$ cat src/rtl/sbox_word_arbiter.sv
// rtl/sbox_word_arbiter.sv - round-robin sharing of one registered byte S-box between two word requesters
module sbox_word_arbiter #(
   parameter int NUM_BYTES = 4
) (
   input  logic                   clk,
   input  logic                   reset,
   input  logic                   req0_valid,
   input  logic [8*NUM_BYTES-1:0] req0_data,
   output logic                   req0_ready,
   input  logic                   req1_valid,
   input  logic [8*NUM_BYTES-1:0] req1_data,
   output logic                   req1_ready,
   output logic                   res_valid,
   output logic                   res_id,
   output logic [8*NUM_BYTES-1:0] res_data,
   output logic                   busy,
   output logic                   sbox_valid,
   output logic [7:0]             sbox_din,
   input  logic [7:0]             sbox_dout
);

   localparam int W  = 8 * NUM_BYTES;
   localparam int CW = (NUM_BYTES > 1) ? $clog2(NUM_BYTES) : 1;
   localparam logic [CW-1:0] LAST_IDX = CW'(NUM_BYTES - 1);

   typedef enum logic [1:0] {IDLE, ISSUE, DRAIN, DONE} state_t;

   state_t        state;
   logic          last_grant;
   logic          pend_id;
   logic [CW-1:0] issue_cnt;
   logic [CW-1:0] cap_cnt;
   logic [W-1:0]  issue_shift;
   logic [W-1:0]  cap_word;
   logic [W-1:0]  cap_next;
   logic [W-1:0]  sel_data;
   logic          grant0;
   logic          grant1;
   logic          cap_en;

   // last_grant names the port served most recently; the other port wins a tie
   assign grant0     = req0_valid & (~req1_valid | last_grant);
   assign grant1     = req1_valid & (~req0_valid | ~last_grant);
   assign req0_ready = (state == IDLE) & grant0;
   assign req1_ready = (state == IDLE) & grant1;
   assign sel_data   = grant1 ? req1_data : req0_data;

   // sbox_dout lags the issued byte by one cycle, so the first ISSUE cycle has nothing to capture
   assign cap_en = ((state == ISSUE) && (issue_cnt != '0)) || (state == DRAIN);

   always_comb begin
      cap_next = cap_word;
      if (cap_en) begin
         cap_next[{cap_cnt, 3'b000} +: 8] = sbox_dout;
      end
   end

   always_ff @(posedge clk) begin
      if (reset) begin
         state       <= IDLE;
         last_grant  <= 1'b1;
         pend_id     <= 1'b0;
         issue_cnt   <= '0;
         cap_cnt     <= '0;
         issue_shift <= '0;
         cap_word    <= '0;
         res_valid   <= 1'b0;
         res_id      <= 1'b0;
         res_data    <= '0;
         busy        <= 1'b0;
         sbox_valid  <= 1'b0;
         sbox_din    <= 8'h00;
      end else begin
         res_valid <= 1'b0;
         if (cap_en) begin
            cap_word <= cap_next;
            cap_cnt  <= cap_cnt + 1'b1;
         end
         case (state)
            IDLE: begin
               if (grant0 | grant1) begin
                  state       <= ISSUE;
                  busy        <= 1'b1;
                  last_grant  <= grant1;
                  pend_id     <= grant1;
                  issue_shift <= sel_data >> 8;
                  issue_cnt   <= '0;
                  cap_cnt     <= '0;
                  sbox_valid  <= 1'b1;
                  sbox_din    <= sel_data[7:0];
               end
            end
            ISSUE: begin
               if (issue_cnt == LAST_IDX) begin
                  state      <= DRAIN;
                  sbox_valid <= 1'b0;
                  sbox_din   <= 8'h00;
               end else begin
                  issue_cnt   <= issue_cnt + 1'b1;
                  sbox_din    <= issue_shift[7:0];
                  issue_shift <= issue_shift >> 8;
               end
            end
            DRAIN: begin
               state     <= DONE;
               res_valid <= 1'b1;
               res_id    <= pend_id;
               res_data  <= cap_next;
            end
            DONE: begin
               state <= IDLE;
               busy  <= 1'b0;
            end
            default: state <= IDLE;
         endcase
      end
   end

endmodule
$ cat config.mk
export PLATFORM = sky130hd
export DESIGN_NAME = sbox_word_arbiter
export DESIGN_NICKNAME = d
export VERILOG_FILES = /design/src/rtl/sbox_word_arbiter.sv
export SDC_FILE = /design/constraint.sdc
export NUM_CORES = 1
export LEC_CHECK = 0
export CORE_MARGIN = 4
export CORE_UTILIZATION = 45
export DETAILED_ROUTE_END_ITERATION = 8
export PLACE_DENSITY = 0.76
export SYNTH_ARGS = -nofsm -noshare
export SYNTH_HDL_FRONTEND = slang
export SYNTH_SLANG_ARGS = --single-unit
$ cat constraint.sdc
create_clock -name clk -period 1.9 [get_ports clk]
set_input_delay 0.38 -clock clk [delete_from_list [all_inputs] [get_ports clk]]
set_output_delay 0.38 -clock clk [all_outputs]
set_load 0.01 [all_outputs]
==> metrics.txt <==
critical path fanouts, max=26; first-pass GRT wire length=about 22 mm; CTS root buf=clkbuf_16; Finished Layout Cells=871; most used flip-flop cell after synthesis=dfxtp_1; GRT Resource Usage Total=between 20% and 30%; most frequent CP cell=buf_4; count leader, synth=dfxtp_1; synth unique cells=48; GPL Wtd Cong=0.883; share of cells above drive strength 1=about an eighth; VDD IR-drop max=0.000655 V; Num Clock Sinks=between 100 and 150; growth of design area from synthesis to finish=35.9%; CP max-delay cell=dfxtp_1; Commonest cells post-synth=dfxtp_1, nor2_1, inv_1; total iterations of the first detailed-routing run=5; number of enable flip-flop cells after synthesis=0; Final Power=~9.7 mW; dpl cells=about 860; highest clock rate=between 0.5 and 0.6 GHz; max_slew headroom=54.5%; via count=about 4800; internal power=between 6 and 7 mW; Syn Nets=between 600 and 700; sw frac=around 36%; top layer used by detailed routing=met5; status=finished, final reports clean; Reg clk slew, reported paths=~0.07 ns; Fin. Hold Viols=0; clk_lat worst skew=roughly 0.35 ns; post-route cell area=around 7000 um2; critical path launch point type=flip-flop; MaxCap Viol Count=0; Top Ports=~120; min-delay src=cap_word[24]; Detailed Route WL=between 10 and 15 mm; post-route ant nets=0; part of the power in registers=around a third; total net switching power=between 3 and 4 mW; WL/cell=roughly 15 um; Final Cycle Share=between 90% and 100%; final setup violation count=0; grt total ovfl=0; port bufs=121; Min Clock Period, post-route=roughly 1.8 ns; Synth Area per Inst=roughly 8.6 um2; CP delay by family, top=buffers and inverters; Cell Area, Synth=5170 um2; Crit path largest cell delay=between 0.3 and 0.4 ns; largest net degree at the start of global routing=68; hold depth=2; FF-to-FF Start=state[0]; HP Class=flip-flop to flip-flop; CP Capture Point=cap_cnt[1]; Met3 Wirelength=roughly 860 um; CP bufs+invs=3; CP Capture Type=flip-flop; Leakage=about 2.6 nW; core area=11000 um2; Ys Warns=0; placed inst area=about 6700 um2; flops & latches, synth=108; Seq/Total Area, Yosys=between 40% and 50%; reg2reg setup slack=approximately 0.08 ns; combinational power share=46.0%; Yosys top cell area share=41.8%; CP arrival=roughly 2.0 ns; RSZ-0062 raised after global routing=yes; Power Density=1380 nW/um2; Rows=38; worst r2r dst=cap_cnt[1]; initial antenna violation count=1; Worst EP required=around 2.1 ns; Max Slew Vio Count=0; Initial DRC Count=slightly below 300; cells after synthesis=604; clock power share=20.8%; wl on met1=about 5.8 mm; Post-route DRC=0; crit path launch=state[0]; DR vias/cell=approximately 5.5; CP Class=flip-flop to flip-flop; synth top area cells=dfxtp_1, mux2i_1, nor2_1, a21oi_1, nor3_1; number of global-route vias before repair=approximately 4800; H-tree depth=3; critical path depth in cells=8; die width=around 120 um; cell taking the most area after synthesis=dfxtp_1; CTS buffer count=9; Async S/R FF share, synth=0%; Setup Skew=about 0.011 ns; DR WL met2=approximately 6.4 mm; Fin Setup TNS=0 ns; Cell Chain, Critical Path=buf_4 -> ha_2 -> nor2b_1 -> buf_4 -> or2_1 -> buf_12 -> mux2i_1 -> nor3_1; Max Root-Sink Buffers=2; Worst Max-Slew Pin Slew=between 0.6 and 0.7 ns; Layout Nets=about 800; detailed-placement wirelength estimate=9.58 mm; CTS tree=yes; FF-to-FF path depth=8; antenna cells=0; Die H=~120 um; Die ar.=between 10000 and 15000 um2; starting density of the core=a little under half
[metrics by stage]
step	hold slack, ns	utilization, %	setup WS (ns)
after floorplan	0.424	-	0.00947
after global placement	0.437	60.4	-0.347
after detailed placement	0.446	60.4	-0.451
after CTS	0.457	63.4	0.0124
after global routing	0.482	63.7	-0.0568
final	0.453	63.7	0.0809
[kinds of logic after synthesis]
family / share of synthesized area (%)
compound gates: 20.8
xor+xnor: 0.169
fa+ha+maj: 2.90
buf+inv: 8.05
flops: 41.8
mux: 5.81
simple gates: 20.5
[final cells by class]
cell class | instances | area (um2)
fillers | 928 | 4000
multi-input cells | 402 | 2650
flip-flops and latches | 108 | 2160
repair buffers | 165 | 1580
clock buffers | 12 | 246
well taps | 140 | 175
inverters | 41 | 154
clock inverters | 3 | 68.8
[cell usage in the layout (no fill, tap or decap), types with 7 or more instances in the layout]
cell / instances
ha_1: 8
o21ai_0: 23
mux2i_1: 29
or2_1: 7
a31oi_1: 12
a211oi_1: 14
dfxtp_1: 108
a221oi_1: 15
clkdlybuf4s50_1: 118
a22o_1: 15
and2_1: 10
nand4_1: 20
nor2_1: 71
nand2_1: 38
a21oi_1: 40
o2bb2ai_1: 8
nor3_1: 37
buf_4: 40
clkbuf_16: 9
inv_1: 40
[worst min path at each step]
| stage | endpoint | slack [ns] |
|---|---|---|
| final | cap_word[24] | 0.45 |
| after floorplan | issue_shift[23] | 0.42 |
| after global placement | cap_word[18] | 0.44 |
| after CTS | cap_word[15] | 0.46 |
| after detailed placement | cap_word[8] | 0.45 |
| after global routing | issue_shift[18] | 0.48 |
[sequential cells by signal (all words and copies together) (netlist names)]
register     count
cap_word        32
sbox_din         8
res_data        32
pend_id          1
sbox_valid       1
busy             1
issue_shift     24
state            2
last_grant       1
cap_cnt          2
issue_cnt        2
res_valid        1
res_id           1
[metal layers]
layer	vias up	global-route usage (%)
met4	2	6.96
met3	28	5.37
met1	2204	25.6
li1	2363	-
met2	162	33.7
met5	-	0
[power groups by stage]
stage	Combinational [mW]	Clock, mW	Sequential (mW)
floorplan	2.55	0	3.37
global placement	4.25	0	3.24
detailed placement	4.37	0	3.27
CTS	4.39	2.03	3.23
global route	4.89	2.15	3.30
finish	4.46	2.01	3.22
[tightest hold or removal path: stages (launching register included)]
cell	delay, ns
dfxtp_1	0.31
nand2_1	0.05
a21oi_1	0.05
[repair_timing]
item,CTS,global route
cloned,0,0
pin swaps,0,5
setup endpoints to repair,18,58
resized for setup,6,9
setup buffers,0,1
hold buffers,0,0
(Power assumes the default switching activity.)
